### src/rtl/approx_mult_ctrl_if.sv
// Handshake and datapath-control bundle between the approximate-multiplier
// controller and its datapath and requester.
interface approx_mult_ctrl_if #(
    parameter int SHW = 4
);
    logic           start;
    logic           a_msb;
    logic           b_msb;
    logic           a_zero;
    logic           b_zero;
    logic           ld_a;
    logic           ld_b;
    logic           sh_a;
    logic           sh_b;
    logic           res_zero;
    logic           res_ld;
    logic [SHW-1:0] res_shamt;
    logic           busy;
    logic           done;

    // master: requester/datapath side, drives start and the operand flags
    modport master (
        output start, a_msb, b_msb, a_zero, b_zero,
        input  ld_a, ld_b, sh_a, sh_b, res_zero, res_ld, res_shamt, busy, done
    );

    modport slave (
        input  start, a_msb, b_msb, a_zero, b_zero,
        output ld_a, ld_b, sh_a, sh_b, res_zero, res_ld, res_shamt, busy, done
    );
endinterface

### src/rtl/approx_mult_ctrl.sv
// Sequencer for the dynamic-truncation approximate multiplier: loads operands,
// normalises them, waits out the multiplier and re-aligns the truncated product.
module approx_mult_ctrl #(
    parameter int WIDTH    = 8,
    parameter int KEEP     = 4,
    parameter int MULT_LAT = 1,
    parameter int SHW      = 4
) (
    input  logic               clk,
    input  logic               rst,
    approx_mult_ctrl_if.slave  bus
);
    localparam int MAXSH = WIDTH - KEEP;
    localparam int CW    = (MAXSH < 1) ? 1 : $clog2(MAXSH + 1);
    localparam int WW    = (MULT_LAT < 2) ? 1 : $clog2(MULT_LAT);

    localparam logic [CW-1:0]  MAXSH_C = CW'(MAXSH);
    localparam logic [WW-1:0]  LAST_W  = WW'(MULT_LAT - 1);
    localparam logic [SHW-1:0] SH_FULL = SHW'(2 * MAXSH);

    typedef enum logic [2:0] {
        S_IDLE  = 3'd0,
        S_LOAD  = 3'd1,
        S_NORM  = 3'd2,
        S_ZERO  = 3'd3,
        S_MULT  = 3'd4,
        S_WRITE = 3'd5,
        S_DONE  = 3'd6
    } state_e;

    state_e         state_q;
    logic [CW-1:0]  cnt_a_q;
    logic [CW-1:0]  cnt_b_q;
    logic [WW-1:0]  wait_q;
    logic [SHW-1:0] shamt_q;

    logic           any_zero;
    logic           sh_a_en;
    logic           sh_b_en;
    logic [SHW-1:0] shamt_calc;

    // Shift enables follow the live MSB flags so one bit moves per NORM cycle.
    assign any_zero   = bus.a_zero | bus.b_zero;
    assign sh_a_en    = (state_q == S_NORM) && !any_zero && !bus.a_msb && (cnt_a_q < MAXSH_C);
    assign sh_b_en    = (state_q == S_NORM) && !any_zero && !bus.b_msb && (cnt_b_q < MAXSH_C);
    assign shamt_calc = SH_FULL - SHW'(cnt_a_q) - SHW'(cnt_b_q);

    always_ff @(posedge clk or posedge rst) begin
        if (rst) begin
            state_q <= S_IDLE;
            cnt_a_q <= '0;
            cnt_b_q <= '0;
            wait_q  <= '0;
            shamt_q <= '0;
        end else begin
            case (state_q)
                S_IDLE: begin
                    if (bus.start) begin
                        state_q <= S_LOAD;
                        cnt_a_q <= '0;
                        cnt_b_q <= '0;
                        shamt_q <= '0;
                    end
                end
                S_LOAD:  state_q <= S_NORM;
                S_NORM: begin
                    if (any_zero) begin
                        state_q <= S_ZERO;
                    end else if (!sh_a_en && !sh_b_en) begin
                        state_q <= S_MULT;
                        wait_q  <= '0;
                        shamt_q <= shamt_calc;
                    end else begin
                        cnt_a_q <= cnt_a_q + CW'(sh_a_en);
                        cnt_b_q <= cnt_b_q + CW'(sh_b_en);
                    end
                end
                S_ZERO:  state_q <= S_DONE;
                S_MULT: begin
                    if (wait_q == LAST_W) state_q <= S_WRITE;
                    else                  wait_q  <= wait_q + WW'(1);
                end
                S_WRITE: state_q <= S_DONE;
                S_DONE:  state_q <= S_IDLE;
                default: state_q <= S_IDLE;
            endcase
        end
    end

    assign bus.ld_a      = (state_q == S_LOAD);
    assign bus.ld_b      = (state_q == S_LOAD);
    assign bus.sh_a      = sh_a_en;
    assign bus.sh_b      = sh_b_en;
    assign bus.res_zero  = (state_q == S_ZERO);
    assign bus.res_ld    = (state_q == S_WRITE);
    assign bus.res_shamt = shamt_q;
    assign bus.busy      = (state_q != S_IDLE);
    assign bus.done      = (state_q == S_DONE);

    a_cnt_a_cap: assert property (@(posedge clk) disable iff (rst) cnt_a_q <= MAXSH_C);
    a_cnt_b_cap: assert property (@(posedge clk) disable iff (rst) cnt_b_q <= MAXSH_C);
    a_done_one:  assert property (@(posedge clk) disable iff (rst) bus.done |=> !bus.done);
endmodule

### src/flat_wrapper.sv
// flat-port wrapper written by rule: the top's interface ports become plain ports
module approx_mult_ctrl_flat 
#(
    parameter int WIDTH    = 8,
    parameter int KEEP     = 4,
    parameter int MULT_LAT = 1,
    parameter int SHW      = 4
)
  (clk, rst, bus_start, bus_a_msb, bus_b_msb, bus_a_zero, bus_b_zero, bus_ld_a, bus_ld_b, bus_sh_a, bus_sh_b, bus_res_zero, bus_res_ld, bus_res_shamt, bus_busy, bus_done);
  approx_mult_ctrl_if #(.SHW(SHW)) bus_i ();
  input  logic clk;
  input  logic rst;
  input wire logic [$bits(bus_i.start)-1:0] bus_start;
  input wire logic [$bits(bus_i.a_msb)-1:0] bus_a_msb;
  input wire logic [$bits(bus_i.b_msb)-1:0] bus_b_msb;
  input wire logic [$bits(bus_i.a_zero)-1:0] bus_a_zero;
  input wire logic [$bits(bus_i.b_zero)-1:0] bus_b_zero;
  output wire logic [$bits(bus_i.ld_a)-1:0] bus_ld_a;
  output wire logic [$bits(bus_i.ld_b)-1:0] bus_ld_b;
  output wire logic [$bits(bus_i.sh_a)-1:0] bus_sh_a;
  output wire logic [$bits(bus_i.sh_b)-1:0] bus_sh_b;
  output wire logic [$bits(bus_i.res_zero)-1:0] bus_res_zero;
  output wire logic [$bits(bus_i.res_ld)-1:0] bus_res_ld;
  output wire logic [$bits(bus_i.res_shamt)-1:0] bus_res_shamt;
  output wire logic [$bits(bus_i.busy)-1:0] bus_busy;
  output wire logic [$bits(bus_i.done)-1:0] bus_done;
  assign bus_i.start = bus_start;
  assign bus_i.a_msb = bus_a_msb;
  assign bus_i.b_msb = bus_b_msb;
  assign bus_i.a_zero = bus_a_zero;
  assign bus_i.b_zero = bus_b_zero;
  assign bus_ld_a = bus_i.ld_a;
  assign bus_ld_b = bus_i.ld_b;
  assign bus_sh_a = bus_i.sh_a;
  assign bus_sh_b = bus_i.sh_b;
  assign bus_res_zero = bus_i.res_zero;
  assign bus_res_ld = bus_i.res_ld;
  assign bus_res_shamt = bus_i.res_shamt;
  assign bus_busy = bus_i.busy;
  assign bus_done = bus_i.done;
  approx_mult_ctrl #(.WIDTH(WIDTH), .KEEP(KEEP), .MULT_LAT(MULT_LAT), .SHW(SHW)) u_core (.clk(clk), .rst(rst), .bus(bus_i));
endmodule
### config.mk
export PLATFORM = sky130hd
export DESIGN_NAME = approx_mult_ctrl_flat
export DESIGN_NICKNAME = d
export VERILOG_FILES = /design/src/rtl/approx_mult_ctrl_if.sv /design/src/rtl/approx_mult_ctrl.sv /design/src/flat_wrapper.sv
export SDC_FILE = /design/constraint.sdc
export NUM_CORES = 1
export LEC_CHECK = 0
export ABC_AREA = 1
export CORE_MARGIN = 8
export CORE_UTILIZATION = 37
export DETAILED_ROUTE_END_ITERATION = 16
export PLACE_DENSITY = 0.7
export SYNTH_ARGS = -nofsm -noshare
export SYNTH_HDL_FRONTEND = slang
export SYNTH_SLANG_ARGS = --single-unit
### constraint.sdc
create_clock -name clk -period 2.55 [get_ports clk]
set_input_delay 0.255 -clock clk [delete_from_list [all_inputs] [get_ports clk]]
set_output_delay 0.255 -clock clk [all_outputs]
set_load 0.05 [all_outputs]
# After elaboration in Yosys (flattened, before gate mapping)
# Index checks and enable logic that the tools add are counted.
# Widths: inputs -> output; s select.
[totals]
output_inout_bits = 12
ff_bits = 14
[classes]
eq_ne = 12
order_cmp = 2
n_reduce_logical = 20
n_bitwise = 1
n_mux = 20
add_sub_neg = 5
[op_table]
columns = ["op", "n"]
rows = [
  ["$mux 3", 9],
  ["$pmux 3 s5", 1],
  ["$mux 4", 3],
  ["$pmux 3 s2", 2],
  ["$ne 2x2->1 const B", 5],
  ["$eq 3x3->1 const B", 3],
  ["$pmux 4 s2", 1],
  ["$reduce_and 4->1", 2],
  ["$add 3x1->3", 2],
  ["$eq 3x2->1 const B", 2],
  ["$logic_and 1x1->1", 6],
  ["$lt 3x3->1 const B", 2],
  ["$reduce_and 3->1", 2],
  ["$logic_not 1->1", 5],
  ["$reduce_bool 2->1", 2],
  ["$sub 4x3->4", 1],
  ["$sub 4x3->4 const A", 1],
  ["$eq 3x1->1 const B", 1],
  ["$logic_not 3->1", 1],
  ["$mux 1", 3],
  ["$ne 3x2->1 const B", 1],
  ["$reduce_bool 3->1", 1],
  ["$pmux 1 s2", 1],
  ["$reduce_or 2->1", 1],
  ["2 further kinds", 2],
]

# Logic depth before layout (Yosys ltp)
[logic_depth]
word_depth = 10
ltp_mapped = 9

# Worst setup path before layout
# Ideal clock, no wire load.
[synth_timing]
kind = "reg2reg"
start = "register u_core.state_q[0]"
end = "register u_core.cnt_a_q[2]"
stages_incl_launch_ff = 10
setup_ps = 117
path_slack_ps = 276
arrival_ps = 2157
t_required_ps = 2433
cell_sequence = "dfrtp_1 -> nor2_2 -> nand3_1 -> nor2_1 -> ha_1 -> ha_1 -> xnor2_1 -> nor2_1 -> nand3_1 -> nand2_1"
[synth_between]
elab_chain_len = 8
[synth_rtl]
columns = ["item", "line", "text"]
rows = [
  ["from (decl)", "approx_mult_ctrl.sv:31", "state_e state_q;"],
  ["from (signal assigned)", "approx_mult_ctrl.sv:50", "state_q <= S_IDLE;"],
  ["from (signal assigned)", "approx_mult_ctrl.sv:59", "state_q <= S_LOAD;"],
  ["from (signal assigned)", "approx_mult_ctrl.sv:65", "S_LOAD: state_q <= S_NORM;"],
  ["$eq 3x2->1 *", "approx_mult_ctrl.sv:44", "assign sh_a_en = (state_q == S_NORM) && !any_zero && !bus.a_msb && (cnt_a_q < MAXSH_C);"],
  ["$logic_and 1x1->1 * (3 in series)", "approx_mult_ctrl.sv:44", ""],
  ["via bus_sh_a", "flat_wrapper.sv:20", "output wire logic [$bits(bus_i.sh_a)-1:0] bus_sh_a;"],
  ["$add 3x1->3 or $logic_not 1->1 (tied branches)", "approx_mult_ctrl.sv:74, approx_mult_ctrl.sv:69", ""],
  ["$mux 3 or $logic_and 1x1->1 (tied branches)", "approx_mult_ctrl.sv:69", "end else if (!sh_a_en && !sh_b_en) begin"],
  ["$mux 3 or $ne 2x2->1 (tied branches)", "--", ""],
  ["$pmux 3 s2 or $reduce_and 4->1 (tied branches)", "--", ""],
  ["to (signal assigned)", "approx_mult_ctrl.sv:74", "cnt_a_q <= cnt_a_q + CW'(sh_a_en);"],
  ["to (decl)", "approx_mult_ctrl.sv:32", "logic [CW-1:0] cnt_a_q;"],
]
# Mark *: on every way through the listed nets, which the timed path passes. The rest lies on a longest branch. The select of a mux whose other input is x is not followed.
# A chain may end at the register's enable or synchronous reset.

# Worst setup path in the final report
[layout_timing]
start = "register u_core.state_q[0]"
end = "output port bus_ld_b"
[layout_between]
elab_chain_len = 1
[layout_rtl]
columns = ["item", "line", "text"]
rows = [
  ["$eq 3x1->1", "approx_mult_ctrl.sv:91", "assign bus.ld_b = (state_q == S_LOAD);"],
  ["to (decl)", "flat_wrapper.sv:19", "output wire logic [$bits(bus_i.ld_b)-1:0] bus_ld_b;"],
]
# Every way passes these cells.

==> impl_metrics.env <==
export IMPL_status="complete, no violations"
export IMPL_power_density_nw_per_um2=855
export IMPL_finalWeightedCongestion=0.845
export IMPL_p_clk_frac=0.133
export IMPL_combPwrFrac=0.565
export IMPL_initial_core_util=0.391
export IMPL_post_route_period_util=0.827
export IMPL_cap_violations=0
export IMPL_post_cts_buffers=0
export IMPL_crit_start="u_core.state_q[0]"
export IMPL_clockBufferDepth=2
export IMPL_pwr_share_seq=0.303
export IMPL_postCtsHoldBufs=0
export IMPL_grt_max_degree=14
export IMPL_firstDrtPassIters=4
export IMPL_antenna_found_initial=0
export IMPL_dpl_cell_area_um2=1070
export IMPL_cts_sinks=13
export IMPL_finalSetupViolCount=0
export IMPL_grtUsageTotal=0.0865
export IMPL_ys_warn_count=0
export IMPL_cts_tree="built"
export IMPL_place_inst=150
export IMPL_numCtsBuffers=3
export IMPL_fillCellCount=210
export IMPL_die_h_um=64.3
export IMPL_cp_start_kind="flop"
export IMPL_grt_ovfl_total=0
export IMPL_p_int_uw=460
export IMPL_synth_seq_area_share=0.376
export IMPL_port_buffers=18
export IMPL_core_area_um2=2210
export IMPL_switchingPower_uw=476
export IMPL_final_cell_mix="nand2_1, clkdlybuf4s50_1, inv_1"
export IMPL_clkTransAtPathRegs_ns=0.08
export IMPL_rows=17
export IMPL_clk_latency_ns=0.27
export IMPL_slew_headroom=0.665
export IMPL_arrival_ns=1.85
export IMPL_drive_above_1_share=0.143
export IMPL_die_area_um2=4140
export IMPL_worstMarginPinSlew_ns=0.502
export IMPL_final_area_um2=1090
export IMPL_layout_commonest_cell="nand2_1"
export IMPL_synthTopCellsByArea="dfrtp_1, ha_1, nand2_1, inv_1, nand3_1"
export IMPL_timing_setup_tns_ns=0
export IMPL_area_growth_syn_to_layout_pct=26.6
export IMPL_antenna_left=0
export IMPL_cts_resized=0
export IMPL_period_minus_slack_ns=2.11
export IMPL_synth_top_area_share=0.376
export IMPL_fin_ws_ns=0.440
export IMPL_path_class="reg2out"
export IMPL_syn_num_nets=121
export IMPL_final_core_util=0.495
export IMPL_synth_cells=105
export IMPL_whs_ns=0.295
export IMPL_vias=695
export IMPL_hpwl_mm=1.42
export IMPL_ir_worst_vdd_mv=0.594
export IMPL_via_per_inst=4.51
export IMPL_power_total_uw=937
export IMPL_fmax_ghz=0.474
export IMPL_critical_path_slowest_cell="clkdlybuf4s50_1"
export IMPL_h_tree_depth=1
export IMPL_skew_ns=0.00296
export IMPL_reg2reg_from="u_core.cnt_b_q[1]"
export IMPL_die_w_um=64.3
export IMPL_dp_slack_ns=0.555
export IMPL_n_antenna_cell=0
export IMPL_leakagePower_nw=0.538
export IMPL_cp_max_fo=6
export IMPL_critical_path_max_stage_delay_ns=0.85
export IMPL_drv_slew=0
export IMPL_post_route_drc_count=0
export IMPL_hold_class="in2async"
export IMPL_endpoint_kind="output pin"
export IMPL_drtIter0Drc=11
export IMPL_grt_pass1_vias=656
export IMPL_grt_pass1_wl_mm=2.86
export IMPL_wire_per_inst_um=11.1
export IMPL_avgSynthCellArea_um2=8.23
export IMPL_rsz0062_at_grt="no"
export IMPL_yosysTopAreaCell="dfrtp_1"
export IMPL_nets=143
export IMPL_stdcell_count=154
export IMPL_hold_violations=0
export IMPL_switching_share=0.509
export IMPL_required_ns=2.30
export IMPL_ys_types=21
export IMPL_synth_area_um2=865
export IMPL_root_buffer="clkbuf_4"
export IMPL_io_pins=19
export IMPL_synth_seq_cells=13
export IMPL_worstPathCellList="inv_1 -> nor3_1 -> clkdlybuf4s50_1"
export IMPL_finalWirelength_mm=1.70
-- critical path: cells and delay by family (launching register included) --
family                 cells  cell delay, ns
buffers and inverters      2            0.93
DFF                        1            0.45
and+or+nand+nor            1            0.20
-- power groups by stage --
stage | combinational, mW | clock (mW) | sequential [mW]
after floorplan | 0.376 | 0 | 0.304
final | 0.529 | 0.124 | 0.283
after detailed placement | 0.536 | 0 | 0.286
after global placement | 0.529 | 0 | 0.286
after global routing | 0.568 | 0.141 | 0.287
after CTS | 0.536 | 0.132 | 0.282
-- cells in the mapped netlist --
cell,n
nor2_2,2
nand2_4,3
or2_2,1
nand2_2,2
ha_1,8
nor2_1,10
nor2_4,1
xnor2_1,2
a21oi_1,1
nand3_1,9
fa_1,1
inv_2,1
nor3_1,2
inv_1,15
nand2_1,24
buf_4,1
clkinv_1,1
o21ai_4,2
xor2_1,1
o21ai_1,5
dfrtp_1,13
-- sequential cells by signal, summed over array words and instances (netlist names) --
register,flops
u_core.bus.res_shamt,4
u_core.cnt_a_q,3
u_core.cnt_b_q,3
u_core.state_q,3
-- cell families (layout without fill, tap and decap cells) --
group | after synthesis | count (layout) | share of synthesized area
buffers and inverters | 18 | 39 | 0.0825
AOI/OAI and AO/OA | 8 | 8 | 0.0723
xor gates and xnor gates | 3 | 3 | 0.0304
adders and majority gates | 9 | 9 | 0.139
and+or+nand+nor | 54 | 54 | 0.300
DFF | 13 | 13 | 0.376
-- layout make-up --
type                            instances  area, µm²  share of cell area
Inverter                               17       63.8              0.0583
Clock inverter                          1       5.00             0.00457
Clock buffer                            3       22.5              0.0206
Timing Repair Buffer                   18        175               0.160
Tap cell                               28       35.0              0.0320
Sequential cell                        13        325               0.297
Multi-Input combinational cell         74        468               0.427
-- layer usage --
metal,vias up,wire length (µm),global-route usage
li1,372,-,-
met5,-,0,0
met1,308,728,0.0925
met3,6,79,0.0401
met4,0,42,0.0409
met2,9,852,0.142
-- final timing paths --
| kind | endpoint | slack [ns] | cells past startpoint |
|---|---|---|---|
| max | bus_ld_b | 0.44 | 3 |
| min | u_core.bus.res_shamt[0] | 0.29 | 2 |
| max reg2reg | u_core.bus.res_shamt[2] | 0.70 | 7 |
| min reg2reg | u_core.bus.res_shamt[1] | 0.49 | 2 |
| max in group asynchronous | u_core.cnt_b_q[2] | 1.92 | 2 |
| min in group clk | u_core.bus.res_shamt[1] | 0.49 | 2 |
(Power assumes the default switching activity.)
